===== config.mk =====
export PLATFORM = sky130hd
export DESIGN_NAME = mem_stage_ctrl
export DESIGN_NICKNAME = d
export VERILOG_FILES = /design/src/rtl/cpu_pkg.sv /design/src/rtl/mem_align.sv /design/src/rtl/mem_stage_ctrl.sv
export SDC_FILE = /design/constraint.sdc
export NUM_CORES = 1
export LEC_CHECK = 0
export CORE_AREA = 2 2 109 111
export CTS_CLUSTER_DIAMETER = 60
export DETAILED_ROUTE_END_ITERATION = 10
export DIE_AREA = 0 0 111 113
export DONT_BUFFER_PORTS = 1
export PLACE_DENSITY = 0.4
export SYNTH_ARGS = -nofsm -noshare
export SYNTH_HDL_FRONTEND = slang
export SYNTH_HIERARCHICAL = 1
export SYNTH_SLANG_ARGS = --single-unit

===== constraint.sdc =====
create_clock -name clk -period 2.65 [get_ports clk]
set_clock_uncertainty 0.2 [all_clocks]
set_input_delay 0.265 -clock clk [delete_from_list [all_inputs] [get_ports clk]]
set_output_delay 0.265 -clock clk [all_outputs]
set_load 0.03 [all_outputs]

===== src/rtl/cpu_pkg.sv =====
// Shared definitions for the memory-stage controller.
//   F3_*         : RV32I funct3 size/sign encodings for loads and stores
//   mem_state_t  : memory-stage FSM states
package cpu_pkg;

    localparam logic [2:0] F3_B  = 3'b000;
    localparam logic [2:0] F3_H  = 3'b001;
    localparam logic [2:0] F3_W  = 3'b010;
    localparam logic [2:0] F3_BU = 3'b100;
    localparam logic [2:0] F3_HU = 3'b101;

    typedef enum logic [1:0] {
        MS_IDLE     = 2'd0,
        MS_REQ      = 2'd1,
        MS_WAIT_RSP = 2'd2
    } mem_state_t;

endpackage


===== src/rtl/mem_align.sv =====
// Purely combinational alignment helper for the memory stage.
//   i_op         : a load or store is present
//   i_load       : the access is a load (otherwise a store)
//   i_funct3     : RV32I size/sign field
//   i_addr_lo    : low two bits of the byte address
//   i_store_data : unaligned store data (rs2)
//   i_rdata      : read word returned by the data memory
//   o_be         : byte-lane mask (shared by loads and stores)
//   o_wdata      : store data replicated onto every lane it may occupy
//   o_load_data  : extracted and sign/zero-extended load result
//   o_exc        : illegal funct3 or misaligned access
module mem_align
    import cpu_pkg::*;
(
    input  logic        i_op,
    input  logic        i_load,
    input  logic [2:0]  i_funct3,
    input  logic [1:0]  i_addr_lo,
    input  logic [31:0] i_store_data,
    input  logic [31:0] i_rdata,
    output logic [3:0]  o_be,
    output logic [31:0] o_wdata,
    output logic [31:0] o_load_data,
    output logic        o_exc
);

    logic        w_legal;
    logic        w_half;
    logic        w_word;
    logic [31:0] w_shifted;
    logic [7:0]  w_byte;
    logic [15:0] w_hword;

    // Shift the addressed byte down to lane 0; halves are picked by addr[1].
    assign w_shifted = i_rdata >> {i_addr_lo, 3'b000};
    assign w_byte    = w_shifted[7:0];
    assign w_hword   = i_addr_lo[1] ? i_rdata[31:16] : i_rdata[15:0];

    always_comb begin
        w_legal = 1'b0;
        if (i_load) begin
            w_legal = (i_funct3 == F3_B) || (i_funct3 == F3_H) || (i_funct3 == F3_W) ||
                      (i_funct3 == F3_BU) || (i_funct3 == F3_HU);
        end else begin
            w_legal = (i_funct3 == F3_B) || (i_funct3 == F3_H) || (i_funct3 == F3_W);
        end
        w_half = (i_funct3 == F3_H) || (i_funct3 == F3_HU);
        w_word = (i_funct3 == F3_W);
        o_exc  = i_op & (~w_legal | (w_half & i_addr_lo[0]) | (w_word & (i_addr_lo != 2'b00)));
    end

    always_comb begin
        o_be        = 4'b0000;
        o_wdata     = i_store_data;
        o_load_data = i_rdata;
        case (i_funct3)
            F3_B, F3_BU: begin
                o_be    = 4'b0001 << i_addr_lo;
                o_wdata = {4{i_store_data[7:0]}};
            end
            F3_H, F3_HU: begin
                o_be    = i_addr_lo[1] ? 4'b1100 : 4'b0011;
                o_wdata = {2{i_store_data[15:0]}};
            end
            F3_W: begin
                o_be    = 4'b1111;
            end
            default: begin
                o_be    = 4'b0000;
            end
        endcase
        case (i_funct3)
            F3_B:    o_load_data = {{24{w_byte[7]}}, w_byte};
            F3_BU:   o_load_data = {24'h000000, w_byte};
            F3_H:    o_load_data = {{16{w_hword[15]}}, w_hword};
            F3_HU:   o_load_data = {16'h0000, w_hword};
            default: o_load_data = i_rdata;
        endcase
    end

endmodule


===== src/rtl/mem_stage_ctrl.sv =====
// Memory-stage controller: consumer end of the EX/MEM register.
// Issues data-memory requests, holds the pipeline with mem_stall while an
// access is outstanding, formats load data and flags exceptions/timeouts.
//   clk, rst              : clock, synchronous active-high reset
//   m_MemRead/m_MemWrite  : load/store in the memory stage (both => load)
//   m_funct3, m_alu_out   : access size/sign and byte address
//   m_mem_data            : store data
//   mem_stall             : hold EX/MEM and upstream stages
//   m_load_data/_valid    : load result and its 1-cycle completion pulse
//   m_mem_exc             : 1-cycle pulse, misaligned/illegal access, no bus op
//   m_bus_err             : 1-cycle pulse, bus timeout, op abandoned
//   dmem_*                : data-memory request/response bus
module mem_stage_ctrl
    import cpu_pkg::*;
#(
    parameter int TIMEOUT_CYCLES = 64,
    parameter int TO_W           = $clog2(TIMEOUT_CYCLES + 1)
) (
    input  logic        clk,
    input  logic        rst,
    input  logic        m_MemRead,
    input  logic        m_MemWrite,
    input  logic [2:0]  m_funct3,
    input  logic [31:0] m_alu_out,
    input  logic [31:0] m_mem_data,
    output logic        mem_stall,
    output logic [31:0] m_load_data,
    output logic        m_load_valid,
    output logic        m_mem_exc,
    output logic        m_bus_err,
    output logic        dmem_req,
    output logic        dmem_we,
    output logic [31:0] dmem_addr,
    output logic [3:0]  dmem_be,
    output logic [31:0] dmem_wdata,
    input  logic        dmem_ready,
    input  logic        dmem_rvalid,
    input  logic [31:0] dmem_rdata
);

    localparam logic [TO_W-1:0] TO_LAST = TO_W'(TIMEOUT_CYCLES - 1);

    mem_state_t      r_state;
    mem_state_t      w_next;
    logic [TO_W-1:0] r_to_cnt;

    logic        w_op;
    logic        w_is_load;
    logic        w_exc;
    logic [3:0]  w_be;
    logic [31:0] w_wdata;
    logic [31:0] w_fmt;
    logic        w_timeout;
    logic        w_cnt_clr;
    logic        w_cnt_inc;

    assign w_op      = m_MemRead | m_MemWrite;
    assign w_is_load = m_MemRead;  // a simultaneous write is dropped
    assign w_timeout = (r_to_cnt == TO_LAST);

    mem_align u_align (
        .i_op         (w_op),
        .i_load       (w_is_load),
        .i_funct3     (m_funct3),
        .i_addr_lo    (m_alu_out[1:0]),
        .i_store_data (m_mem_data),
        .i_rdata      (dmem_rdata),
        .o_be         (w_be),
        .o_wdata      (w_wdata),
        .o_load_data  (w_fmt),
        .o_exc        (w_exc)
    );

    always_ff @(posedge clk) begin
        if (rst) begin
            r_state  <= MS_IDLE;
            r_to_cnt <= '0;
        end else begin
            r_state <= w_next;
            if (w_cnt_clr) begin
                r_to_cnt <= '0;
            end else if (w_cnt_inc) begin
                r_to_cnt <= r_to_cnt + TO_W'(1);
            end
        end
    end

    always_comb begin
        w_next       = r_state;
        dmem_req     = 1'b0;
        mem_stall    = 1'b0;
        m_load_valid = 1'b0;
        m_load_data  = 32'h0;
        m_mem_exc    = 1'b0;
        m_bus_err    = 1'b0;
        w_cnt_clr    = 1'b0;
        w_cnt_inc    = 1'b0;
        case (r_state)
            MS_IDLE: begin
                if (w_op) begin
                    if (w_exc) begin
                        m_mem_exc = 1'b1;
                    end else begin
                        dmem_req = 1'b1;
                        if (dmem_ready) begin
                            // Stores finish on acceptance; loads await rvalid.
                            if (w_is_load) begin
                                w_next    = MS_WAIT_RSP;
                                mem_stall = 1'b1;
                                w_cnt_clr = 1'b1;
                            end
                        end else begin
                            w_next    = MS_REQ;
                            mem_stall = 1'b1;
                            w_cnt_clr = 1'b1;
                        end
                    end
                end
            end
            MS_REQ: begin
                dmem_req = 1'b1;
                if (dmem_ready) begin
                    if (w_is_load) begin
                        w_next    = MS_WAIT_RSP;
                        mem_stall = 1'b1;
                        w_cnt_clr = 1'b1;
                    end else begin
                        w_next = MS_IDLE;
                    end
                end else if (w_timeout) begin
                    m_bus_err    = 1'b1;
                    m_load_valid = w_is_load;
                    w_next       = MS_IDLE;
                end else begin
                    mem_stall = 1'b1;
                    w_cnt_inc = 1'b1;
                end
            end
            MS_WAIT_RSP: begin
                if (dmem_rvalid) begin
                    m_load_valid = 1'b1;
                    m_load_data  = w_fmt;
                    w_next       = MS_IDLE;
                end else if (w_timeout) begin
                    m_bus_err    = 1'b1;
                    m_load_valid = 1'b1;
                    w_next       = MS_IDLE;
                end else begin
                    mem_stall = 1'b1;
                    w_cnt_inc = 1'b1;
                end
            end
            default: begin
                w_next = MS_IDLE;
            end
        endcase
    end

    // Request fields are only driven while a request is on the bus.
    assign dmem_addr  = dmem_req ? {m_alu_out[31:2], 2'b00} : 32'h0;
    assign dmem_be    = dmem_req ? w_be : 4'b0000;
    assign dmem_wdata = dmem_req ? w_wdata : 32'h0;
    assign dmem_we    = dmem_req & ~w_is_load;

endmodule


* Yosys cells after proc, flatten, opt, wreduce, memory -nomap -nowiden
Index checks and enable logic that the tools add are counted.
** Word-level totals
- Output and inout bits :: 106
- Input port bits :: 105
- Bits in registers :: 9
** Operators by class
- Reduce and logical (&&, ||, !) cells :: 12
- Shifts and indexed selects :: 2
- Muxes and demuxes :: 46
- Equal/unequal tests :: 10
- Add/subtract/negate cells :: 1
- Bitwise operators :: 9
** Operators by type and width (number)
- 2-to-1 mux 32 bit :: 4
- case mux 32 bit (4 select lines) :: 1
- case mux 32 bit (2 select lines) :: 1
- right shift 32 x 5 -> 8 bit :: 1
- 2-to-1 mux 1 bit :: 21
- 2-to-1 mux 16 bit :: 1
- 2-to-1 mux 2 bit :: 8
- case mux 4 bit (3 select lines) :: 1
- case mux 1 bit (2 select lines) :: 5
- 2-to-1 mux 4 bit :: 2
- adder 7 x 1 -> 7 bit, second input constant :: 1
- == test 7 x 6 -> 1 bit, second input constant :: 1
- == test 3 bit, second input constant :: 2
- case mux 2 bit (3 select lines) :: 1
- OR reduction 2 bit :: 3
- logical OR 1 bit :: 5
- bitwise AND 1 bit :: 4
- << shifter 1 x 2 -> 4 bit, first input constant :: 1
- == test 3 x 1 -> 1 bit, second input constant :: 1
- == test 3 x 2 -> 1 bit, second input constant :: 1
- logical NOT 3 bit :: 1
- inequality test 3 bit, second input constant :: 1
- OR 1 bit :: 3
- case mux 1 bit (3 select lines) :: 1
- 8 further kinds :: 9

* Logic depth before layout (Yosys ltp)
Gate-level depths: netlist (run 1).
- Depth in word-level cells :: 14
- Gate-level depth with buffers :: 10
- Gate-level depth less buffers :: 7

* By module
The synthesis (run 1) kept the hierarchy.
** By module, submodules not included
- mem_stage_ctrl :: area each 1337.5 µm², times used 1, cells each 195
- mem_align :: area each 1204.9 µm², times used 1, cells each 182

* Worst setup path after synthesis (run 1)
No wires, ideal clock.
- Path kind :: input to output
- Start :: input port m_alu_out[1]
- End :: output port dmem_wdata[10]
- Arrival :: 2145 ps
- Stages on the path :: 10
- Setup slack :: 40 ps
- Path through :: buf_4 buf_4 buf_2 o41ai_1 nor2_1 nor2b_1 a21oi_2 buf_4 buf_6 nor2b_1
** Between the ends
- Longest elaborated chain between the ends :: 8
** Ends and longest elaborated chain
- from (decl) :: RTL line mem_stage_ctrl.sv:24 : input logic [31:0] m_alu_out,
- nonzero test 2 bit :: RTL line mem_align.sv:49 : o_exc = i_op & (~w_legal | (w_half & i_addr_lo[0]) | (w_word & (i_addr_lo != 2'b00)));
- bitwise AND 1 bit :: RTL line mem_align.sv:49
- OR 1 bit :: RTL line mem_align.sv:49
- bitwise AND 1 bit :: RTL line mem_align.sv:49
- net w_exc :: RTL line mem_stage_ctrl.sv:49 : logic w_exc;
- 2-to-1 mux 1 bit :: RTL line mem_stage_ctrl.sv:101 : if (w_exc) begin
- 2-to-1 mux 1 bit :: RTL line mem_stage_ctrl.sv:100 : if (w_op) begin
- case mux 1 bit (2 select lines) :: RTL line mem_stage_ctrl.sv:98 : case (r_state)
- 2-to-1 mux 32 bit :: RTL line mem_stage_ctrl.sv:162 : assign dmem_wdata = dmem_req ? w_wdata : 32'h0;
- to (decl) :: RTL line mem_stage_ctrl.sv:35 : output logic [31:0] dmem_wdata,
The timed path passes the listed nets, and every way through them passes these cells.

* Worst setup path after layout (run 1)
- Start :: register r_state[0]
- End :: output port dmem_addr[26]
** Between the ends
- Longest elaborated chain between the ends :: 3
** Ends and longest elaborated chain
- from (decl) :: RTL line mem_stage_ctrl.sv:43 : mem_state_t r_state;
- from (signal assigned) :: RTL line mem_stage_ctrl.sv:79 : r_state <= w_next;
- == test 2 x 1 -> 1 bit or logical NOT 2 bit (tied branches) :: RTL line mem_stage_ctrl.sv:98
- case mux 1 bit (2 select lines) (*) :: RTL line mem_stage_ctrl.sv:98
- 2-to-1 mux 32 bit (*) :: RTL line mem_stage_ctrl.sv:160 : assign dmem_addr = dmem_req ? {m_alu_out[31:2], 2'b00} : 32'h0;
- to (decl) :: RTL line mem_stage_ctrl.sv:33 : output logic [31:0] dmem_addr,
Every way passes the cells marked *; elsewhere a longest branch is shown, timed or not.

==> results of run 1 <==
## repair_timing
action                     in CTS  in global routing
setup endpoints to repair       0                  2
hold endpoints to repair        2                  0
setup buffers                   0                  3
gates resized for setup         0                  0
hold buffers                    1                  0
## per-stage QoR
step                      worst slack (ps)  hold WS [ps]  total power [mW]  instances  utilization
after global routing                   106          33.5              1.36        565        0.282
after floorplan                       40.1           168             0.805        378            -
after detailed placement               346           181              1.00        557        0.272
after CTS                              130          27.0              1.28        562        0.280
final                                  227          29.2              1.28        565        0.282
after global placement                 376           180             0.998        557        0.272
## sequential cells by signal, summed over array words and instances, names as in the netlist
signal,count
r_state,2
r_to_cnt,7
## synthesized netlist by cell type (2+ instances only)
| cell | instances | area, sq um |
|---|---|---|
| and2b_1 | 2 | 15.0 |
| nand2_1 | 51 | 191 |
| mux2_2 | 18 | 203 |
| a221o_1 | 9 | 90.1 |
| o21ai_0 | 21 | 105 |
| o31ai_1 | 6 | 45.0 |
| o21bai_1 | 2 | 15.0 |
| buf_4 | 13 | 97.6 |
| a211o_1 | 3 | 26.3 |
| buf_6 | 4 | 45.0 |
| dfxtp_1 | 9 | 180 |
| nor2b_1 | 77 | 482 |
| o21ai_1 | 2 | 10.0 |
| a21oi_1 | 12 | 60.1 |
| ha_1 | 5 | 62.6 |
| nor2_1 | 12 | 45.0 |
| inv_1 | 12 | 45.0 |
| clkbuf_1 | 9 | 33.8 |
| a31oi_1 | 2 | 12.5 |
| or2_2 | 2 | 12.5 |
| nor3_1 | 5 | 25.0 |
| buf_2 | 13 | 65.1 |
| or3_1 | 3 | 18.8 |
| a22oi_1 | 4 | 30.0 |
| nor2_2 | 2 | 12.5 |
| a211oi_1 | 2 | 15.0 |
| mux2i_1 | 13 | 130 |
| or4_1 | 2 | 15.0 |
| nand2b_1 | 5 | 31.3 |
| and3_1 | 34 | 213 |
| nand3_1 | 2 | 10.0 |
## routing by layer
metal,vias up,part of all wire,GRT usage
met4,0,0.010,0.0283
met2,138,0.47,0.245
met1,1295,0.43,0.177
met5,-,0,0
li1,1385,-,-
met3,8,0.085,0.0321
## cells in the final DEF, fill, tap and decap left out, types with 3 or more instances in the layout
master,instances
buf_4,78
nor2b_1,77
nand2_1,51
and3_1,34
o21ai_0,21
mux2_2,18
mux2i_1,13
inv_1,12
nor2_1,12
a21oi_1,12
dfxtp_1,9
a221o_1,9
o31ai_1,6
nand2b_1,5
nor3_1,5
ha_1,5
a22oi_1,4
or3_1,3
a211o_1,3
clkbuf_16,3
## kinds of logic after synthesis
family | share of synthesized area
adders and majority gates | 0.0246
other | 0.00147
AOI/OAI and AO/OA | 0.203
DFF | 0.0709
and+or+nand+nor | 0.446
buffers and inverters | 0.114
muxes | 0.140
## layout make-up
type	count	area, sq um	area share
Multi-Input combinational cell	317	2080	0.655
Timing Repair Buffer	80	616	0.193
Sequential cell	9	180	0.0566
Tap cell	143	179	0.0562
Clock buffer	4	78.8	0.0248
Inverter	12	45.0	0.0142
## report_power, final
group          internal (mW)  switching (mW)  total [mW]  leakage (nW)
registers              0.140         0.00298       0.143        0.0727
logic                  0.329           0.543       0.872          1.39
clock network          0.201          0.0686       0.270        0.0382
total                  0.670           0.615        1.28          1.50
## worst max-delay path, stage by stage (launching register included)
cell,delay (ps)
dfxtp_1,350
inv_1,90
ha_1,250
nor2b_1,190
a21oi_4,290
buf_12,260
nor2b_1,90
buf_4,170
## final timing paths
| check | end | slack (ps) | depth (start not counted) |
|---|---|---|---|
| max | dmem_addr[26] | 230 | 7 |
| min | r_state[0]$_SDFFE_PP0P_ | 30 | 2 |
| max reg2reg | r_state[0]$_SDFFE_PP0P_ | 730 | 6 |
| min reg2reg | r_to_cnt[6]$_SDFFE_PP0P_ | 250 | 2 |
==> results_dict.tcl, run 1 <==
set metrics [dict create \
    run_status "complete, no violations" \
    hold_violations 0 \
    crit_path_start "r_state[0]$_SDFFE_PP0P_" \
    r2r-start "r_state[0]$_SDFFE_PP0P_" \
    fmax_mhz 413 \
    tns_ps 0 \
    fill_cells 1242 \
    syn_area_per_cell_sq_um 6.74 \
    required_ps 2180 \
    cts_buffers 3 \
    rows 39 \
    yosysSeqAreaShare 0.0709 \
    maxCapViolCount 0 \
    die_area_sq_um 12500 \
    min_path_type "input port to register" \
    synthArstFlopShare 0 \
    cts.sinks 9 \
    core_area_sq_um 11300 \
    setup_viol 0 \
    start_util 0.226 \
    place_area_sq_um 3070 \
    min_period_ps 2420 \
    drt-initial-drc-count 122 \
    synth_ff_type "dfxtp_1" \
    path_clk_slew_ps 40 \
    cts_tree "yes" \
    path_class "register to primary output" \
    clock_latency_ps 230 \
    viasPerCell 5.00 \
    io_buffer_count 0 \
    antenna_found_initial 0 \
    final_antenna_net_count 0 \
    dp_hpwl_um 7250 \
    grt_pass1_wl_um 14700 \
    grt_max_degree 62 \
    design_area_sq_um 3180 \
    synth-seq-cells 9 \
    io_pins 211 \
    netlist_instances 377 \
    routed_wirelength_um 9380 \
    rsz0062_at_grt "false" \
    die_h_um 113 \
    grt_pass1_vias 2723 \
    area_growth_pct 25.1 \
    diodes 0 \
    clk_path_buf_depth 2 \
    place_congestion 0.776 \
    cellPowerDensity_nw_per_um2 404 \
    synth.distinct_cells 52 \
    drc 0 \
    min_from "rst" \
    drive_gt1_frac 0.263 \
    die_w_um 111 \
    p_leak_nw 1.50 \
    grt_overflow 0 \
    ir_drop_uv 244 \
    ys_warn_count 6 \
    critPathMaxFanout 55 \
    h-tree-depth 1 \
    netlist_area_sq_um 2540 \
    cp-start-kind "register" \
    grtUsageTotal 0.140 \
    drv_slew 0 \
    finalNetCount 533 \
    synth_edf_count 0 \
    detail_route.wl_per_cell_um 16.6 \
    cts_root_buf "clkbuf_16" \
    drt_pass1_iterations 4 \
    end_kind "primary output" \
    min_period_over_period 0.914 \
    via_count 2826 \
    worstPathArrival_ps 1960 \
]
(Power assumes the default switching activity.)
==> run 2, diff against run 1 <==
==> config.mk (replaced) <==
export PLATFORM = sky130hd
export DESIGN_NAME = mem_stage_ctrl
export DESIGN_NICKNAME = d
export VERILOG_FILES = /design/src/rtl/cpu_pkg.sv /design/src/rtl/mem_align.sv /design/src/rtl/mem_stage_ctrl.sv
export SDC_FILE = /design/constraint.sdc
export NUM_CORES = 1
export LEC_CHECK = 0
export CORE_AREA = 2 2 99 101
export DETAILED_ROUTE_END_ITERATION = 10
export DIE_AREA = 0 0 101 103
export DONT_BUFFER_PORTS = 1
export PLACE_DENSITY = 0.41
export SYNTH_ARGS = -nofsm -noshare
export SYNTH_HDL_FRONTEND = slang
export SYNTH_SLANG_ARGS = --single-unit
==> results_dict.tcl, run 2 <==
set metrics [dict create \
    yosysSeqAreaShare 0.0856 \
    cts_tree "yes" \
    crit_end "dmem_addr[18]" \
    grt_overflow 0 \
    design_area_sq_um 2930 \
    path_class "register to primary output" \
    cts_setup_buffers 0 \
    layout_setup_ws_ps 214 \
    synth.distinct_cells 51 \
    min_period_ps 2440 \
    detail_route.wl_per_cell_um 15.9 \
    cp_common_cell "inv_1" \
    routed_wirelength_um 8120 \
    final_cells 509 \
    cp_slowest_cell "dfxtp_1" \
    syn_area_per_cell_sq_um 6.60 \
    setup_viol 0 \
    cts.sinks 9 \
    finalNetCount 506 \
    clock_latency_ps 230 \
    antenna_found_initial 0 \
    hold_violations 0 \
    cts_root_buf "clkbuf_8" \
    synth_edf_count 0 \
    maxCapViolCount 0 \
    cts-hold-fix-buffers 0 \
    die_w_um 101 \
    synth_area_leader_cell "nor2b_1" \
    end_kind "primary output" \
    grt_pass1_vias 2316 \
    start_util 0.223 \
    min_period_over_period 0.919 \
    grtUsageTotal 0.142 \
    cts_buffers 3 \
    relSlewSlack 0.599 \
    viasPerCell 5.04 \
    drt_pass1_iterations 4 \
    drt-initial-drc-count 83 \
    netlist_instances 319 \
    area_growth_pct 39.2 \
    path_clk_slew_ps 40 \
    fmax_mhz 410 \
    largest_register_ffs 7 \
    max_stage_delay_ps 350 \
    io_pins 211 \
    synth_ff_type "dfxtp_1" \
    h-tree-depth 1 \
    dp_slack_ps 414 \
    synth_common_cells "nor2b_1, a21oi_1, nor2_1, nand2_1, a21o_1" \
    final_cell_mix "buf_4, nor2b_1, a21oi_1" \
    cp-start-kind "register" \
    min_path_type "input port to register" \
    tightest_slew_ps 599 \
    largestRegisters "r_to_cnt (7), r_state (2)" \
    top_register "r_to_cnt" \
    io_buffer_count 0 \
    ys_warn_count 0 \
    ir_drop_uv 194 \
    via_count 2567 \
    synth_area_leaders "nor2b_1, a21oi_1, a21o_1" \
    die_area_sq_um 10400 \
    place_congestion 0.779 \
    worstPathArrival_ps 1970 \
    ctsResizeCount 0 \
    die_h_um 103 \
    finalPower_uw 928 \
    netlist_area_sq_um 2110 \
    r2r-end "r_to_cnt[5]$_SDFFE_PP0P_" \
    yosys.cell_count.top_type "nor2b_1" \
    layout_commonest_cell "buf_4" \
    rr_worst_depth 6 \
    drive_gt1_frac 0.281 \
    synthArstFlopShare 0 \
    critPathMaxFanout 68 \
    place_area_sq_um 2880 \
    synth-seq-cells 9 \
    drc 0 \
    r2r-start "r_state[1]$_SDFFE_PP0P_" \
    diodes 0 \
    rsz0062_at_grt "false" \
    required_ps 2180 \
    cp_cell_sequence "inv_1 -> ha_1 -> o21ai_0 -> inv_1 -> a21oi_4 -> buf_12 -> nor2b_1 -> buf_4" \
    crit_path_start "r_state[0]$_SDFFE_PP0P_" \
    grt_max_degree 69 \
    grt_pass1_wl_um 12000 \
    tns_ps 0 \
    run_status "complete, no violations" \
    final_antenna_net_count 0 \
    cellPowerDensity_nw_per_um2 316 \
    drv_slew 0 \
    core_area_sq_um 9460 \
    dp_hpwl_um 6430 \
    dp.cells 505 \
    regToRegSetupSlack_ps 500 \
    yosysTopAreaCellShare 0.128 \
    rows 36 \
    p_leak_nw 1.42 \
    clk_path_buf_depth 2 \
]
[run 2: changes by cell type in the layout (fill, tap and decap cells not counted), moves of 9 or more]
cell and change:
a21oi_1 +29, nor2_1 +23, a22oi_1 +9, buf_4 +15, nand2_1 -20, o21ai_0 -13
nor2b_1 -34, a21o_1 +26, mux2_2 -18, a221o_1 -9, and3_1 -33
[run 2: cell type report]
type                            count  area, sq um
Fill cell                        1036         6530
Multi-Input combinational cell    276         1770
Timing Repair Buffer               96          758
Inverter                           10         37.5
Sequential cell                     9          180
Clock buffer                        4         45.0
Tap cell                          114          143
[run 2: logic make-up (layout without fill, tap and decap cells)]
kind of cell             after synthesis  in the layout  synth area share
AND/OR/NAND/NOR                      141            141             0.345
AO/OA/AOI/OAI                        107            107             0.349
buffers and inverters                 35            110            0.0832
multiplexers                          20             20             0.102
flip-flops                             9              9            0.0856
adder cells (fa/ha/maj)                5              5            0.0297
other                                  1              2           0.00178
XOR/XNOR                               1              1           0.00416
[run 2: worst max-delay path: cells and delay by family (launching register included)]
| family | cells | cell delay, ps |
|---|---|---|
| adder cells (fa/ha/maj) | 1 | 310 |
| AO/OA/AOI/OAI | 2 | 300 |
| buffers and inverters | 4 | 660 |
| AND/OR/NAND/NOR | 1 | 100 |
| flip-flops | 1 | 350 |
[run 2: where the power goes]
part	leakage [nW]	internal (mW)	switching (mW)
clock	0.0228	0.105	0.0511
sequential	0.0726	0.138	0.00189
combinational	1.33	0.230	0.402
[run 2: worst min path at each step]
stage / startpoint / endpoint / slack (ps) / depth (start not counted)
final: dmem_ready / r_state[0]$_SDFFE_PP0P_ / 80 / 3
after global routing: rst / r_to_cnt[5]$_SDFFE_PP0P_ / 100 / 3
after CTS: dmem_ready / r_state[0]$_SDFFE_PP0P_ / 80 / 3
after detailed placement: r_to_cnt[6]$_SDFFE_PP0P_ / r_to_cnt[6]$_SDFFE_PP0P_ / 240 / 2
after global placement: r_to_cnt[6]$_SDFFE_PP0P_ / r_to_cnt[6]$_SDFFE_PP0P_ / 240 / 2
after floorplan: r_to_cnt[6]$_SDFFE_PP0P_ / r_to_cnt[6]$_SDFFE_PP0P_ / 220 / 2
[run 2: through the flow]
stage | utilization | hold slack [ps]
2_1_floorplan | - | 218
3_3_place_gp | 0.304 | 237
3_5_place_dp | 0.304 | 241
4_1_cts | 0.309 | 76.8
5_1_grt | 0.310 | 100
6_report | 0.310 | 83.1
[run 2: per-layer routing]
layer | vias to the layer above | track usage | wire length, um
met3 | 11 | 0.0210 | 452
met1 | 1170 | 0.180 | 3500
met4 | 0 | 0.0353 | 119
met5 | - | 0 | 0
met2 | 105 | 0.254 | 4040
li1 | 1281 | - | -
==> run 3, diff against run 2 <==
--- a/config.mk
+++ b/config.mk
@@ -10,6 +10,7 @@
 export DIE_AREA = 0 0 101 103
 export DONT_BUFFER_PORTS = 1
 export PLACE_DENSITY = 0.41
+export SLEW_MARGIN = 20
 export SYNTH_ARGS = -nofsm -noshare
 export SYNTH_HDL_FRONTEND = slang
 export SYNTH_SLANG_ARGS = --single-unit
==> constraint.sdc (replaced) <==
create_clock -name clk -period 2.65 [get_ports clk]
set_clock_uncertainty 0.2 [all_clocks]
set_input_delay 0.795 -clock clk [delete_from_list [all_inputs] [get_ports clk]]
set_output_delay 0.795 -clock clk [all_outputs]
set_load 0.03 [all_outputs]
==> results_dict.tcl, run 3 (same netlist as run 2, synthesis figures left out) <==
set metrics [dict create \
    run_status "complete, but fails checks" \
    violations "negative setup slack" \
    final_cell_mix "nor2b_4, buf_4, nand2_1" \
    cts.sinks 9 \
    final_antenna_net_count 0 \
    max_stage_delay_ps 540 \
    ir_drop_uv 152 \
    detail_route.wl_per_cell_um 18.7 \
    min_period_over_period 1.16 \
    min_path_type "register to register" \
    viasPerCell 5.29 \
    cp_cell_sequence "or4_4 -> o31ai_4 -> a21oi_4 -> buf_12 -> nor2b_2 -> buf_6" \
    maxCapViolCount 0 \
    hold_violations 0 \
    end_kind "primary output" \
    met1Wirelength_um 3360 \
    layout_commonest_cell "nor2b_4" \
    grt_max_degree 48 \
    cts_root_buf "clkbuf_8" \
    die_w_um 101 \
    layout_setup_ws_ps -433 \
    cts-hold-fix-buffers 0 \
    finalNetCount 472 \
    met3RoutedLength_um 784 \
    path_class "input port to primary output" \
    antenna_found_initial 0 \
    diodes 0 \
    fmax_mhz 324 \
    grt_pass1_vias 2490 \
    worstPathArrival_ps 2090 \
    required_ps 1660 \
    cp_slowest_cell "or4_4" \
    largestRegisters "r_to_cnt (7), r_state (2)" \
    dr_wl_met2_um 4690 \
    finalPower_mw 1.13 \
    clk_path_buf_depth 2 \
    cp-start-kind "input port" \
    rows 36 \
    final_util 0.398 \
    path_clk_slew_ps 40 \
    dp_slack_ps -482 \
    routed_wirelength_um 8860 \
    p_leak_nw 1.42 \
    fill_cells 964 \
    top_register "r_to_cnt" \
    min_period_ps 3080 \
    cts_buffers 3 \
    io_buffer_count 0 \
    drc 0 \
    cellPowerDensity_nw_per_um2 299 \
    area_growth_pct 79.0 \
    grtUsageTotal 0.155 \
    core_area_sq_um 9460 \
    top_layer "met4" \
    setup_viol 101 \
    h-tree-depth 1 \
    critPathMaxFanout 23 \
    grt_overflow 0 \
    io_pins 211 \
    drt-initial-drc-count 75 \
    place_congestion 0.817 \
    cts_tree "yes" \
    largest_register_ffs 7 \
    start_util 0.223 \
    via_count 2514 \
    dp_hpwl_um 6960 \
    die_h_um 103 \
    rsz0062_at_grt "true" \
    holdWs_ps 251 \
    drt_pass1_iterations 4 \
    grt_pass1_wl_um 13100 \
    clock_latency_ps 230 \
    die_area_sq_um 10400 \
    drive_gt1_frac 0.548 \
    drv_slew 0 \
]
## run 3: path summary, 6_finish.rpt
kind / startpoint / to / slack, ps / depth (start not counted)
setup / recovery: m_funct3[0] / dmem_addr[31] / -430 / 6
hold / removal: r_to_cnt[6]$_SDFFE_PP0P_ / r_to_cnt[6]$_SDFFE_PP0P_ / 250 / 2
setup reg to reg: r_state[1]$_SDFFE_PP0P_ / r_to_cnt[5]$_SDFFE_PP0P_ / 560 / 8
hold reg to reg: r_to_cnt[6]$_SDFFE_PP0P_ / r_to_cnt[6]$_SDFFE_PP0P_ / 250 / 2
## run 3: critical path, delay by kind of cell
family	cells	cell delay [ps]
AO/OA/AOI/OAI	2	280
buffers and inverters	2	340
AND/OR/NAND/NOR	2	670
## run 3: through the flow
step | setup TNS [ps] | cells | cell area (sq um)
global route | -38870 | 475 | 3770
CTS | -35550 | 473 | 3680
global placement | -33610 | 464 | 3410
detailed placement | -35610 | 464 | 3410
finish | -34140 | 475 | 3770
floorplan | -36510 | 320 | 3000
## run 3: metal layers
| layer | vias up | global-route usage |
|---|---|---|
| met1 | 1163 | 0.172 |
| met5 | - | 0 |
| met4 | 0 | 0.0166 |
| met2 | 129 | 0.306 |
| met3 | 4 | 0.0407 |
| li1 | 1218 | - |
## run 3: final cells by class
class | count | area [sq um] | share of cell area
multi-input combinational | 277 | 2700 | 0.716
timing repair buffer | 61 | 659 | 0.175
sequential | 9 | 181 | 0.0481
tap | 114 | 143 | 0.0378
clock buffer | 4 | 45.0 | 0.0120
inverter | 10 | 41.3 | 0.0110
## run 3: power breakdown
group / total [mW] / internal (mW) / switching [mW]
combinational: 0.831 / 0.303 / 0.528
sequential: 0.140 / 0.138 / 0.00138
clock: 0.157 / 0.105 / 0.0522
total: 1.13 / 0.546 / 0.581
## run 3: what timing repair did
| item | CTS | global route |
|---|---|---|
| setup buffers | 4 | 3 |
| cloned | 1 | 1 |
| pin swaps | 7 | 29 |
| endpoints found under the setup margin | 104 | 104 |
| gates resized for setup | 37 | 16 |
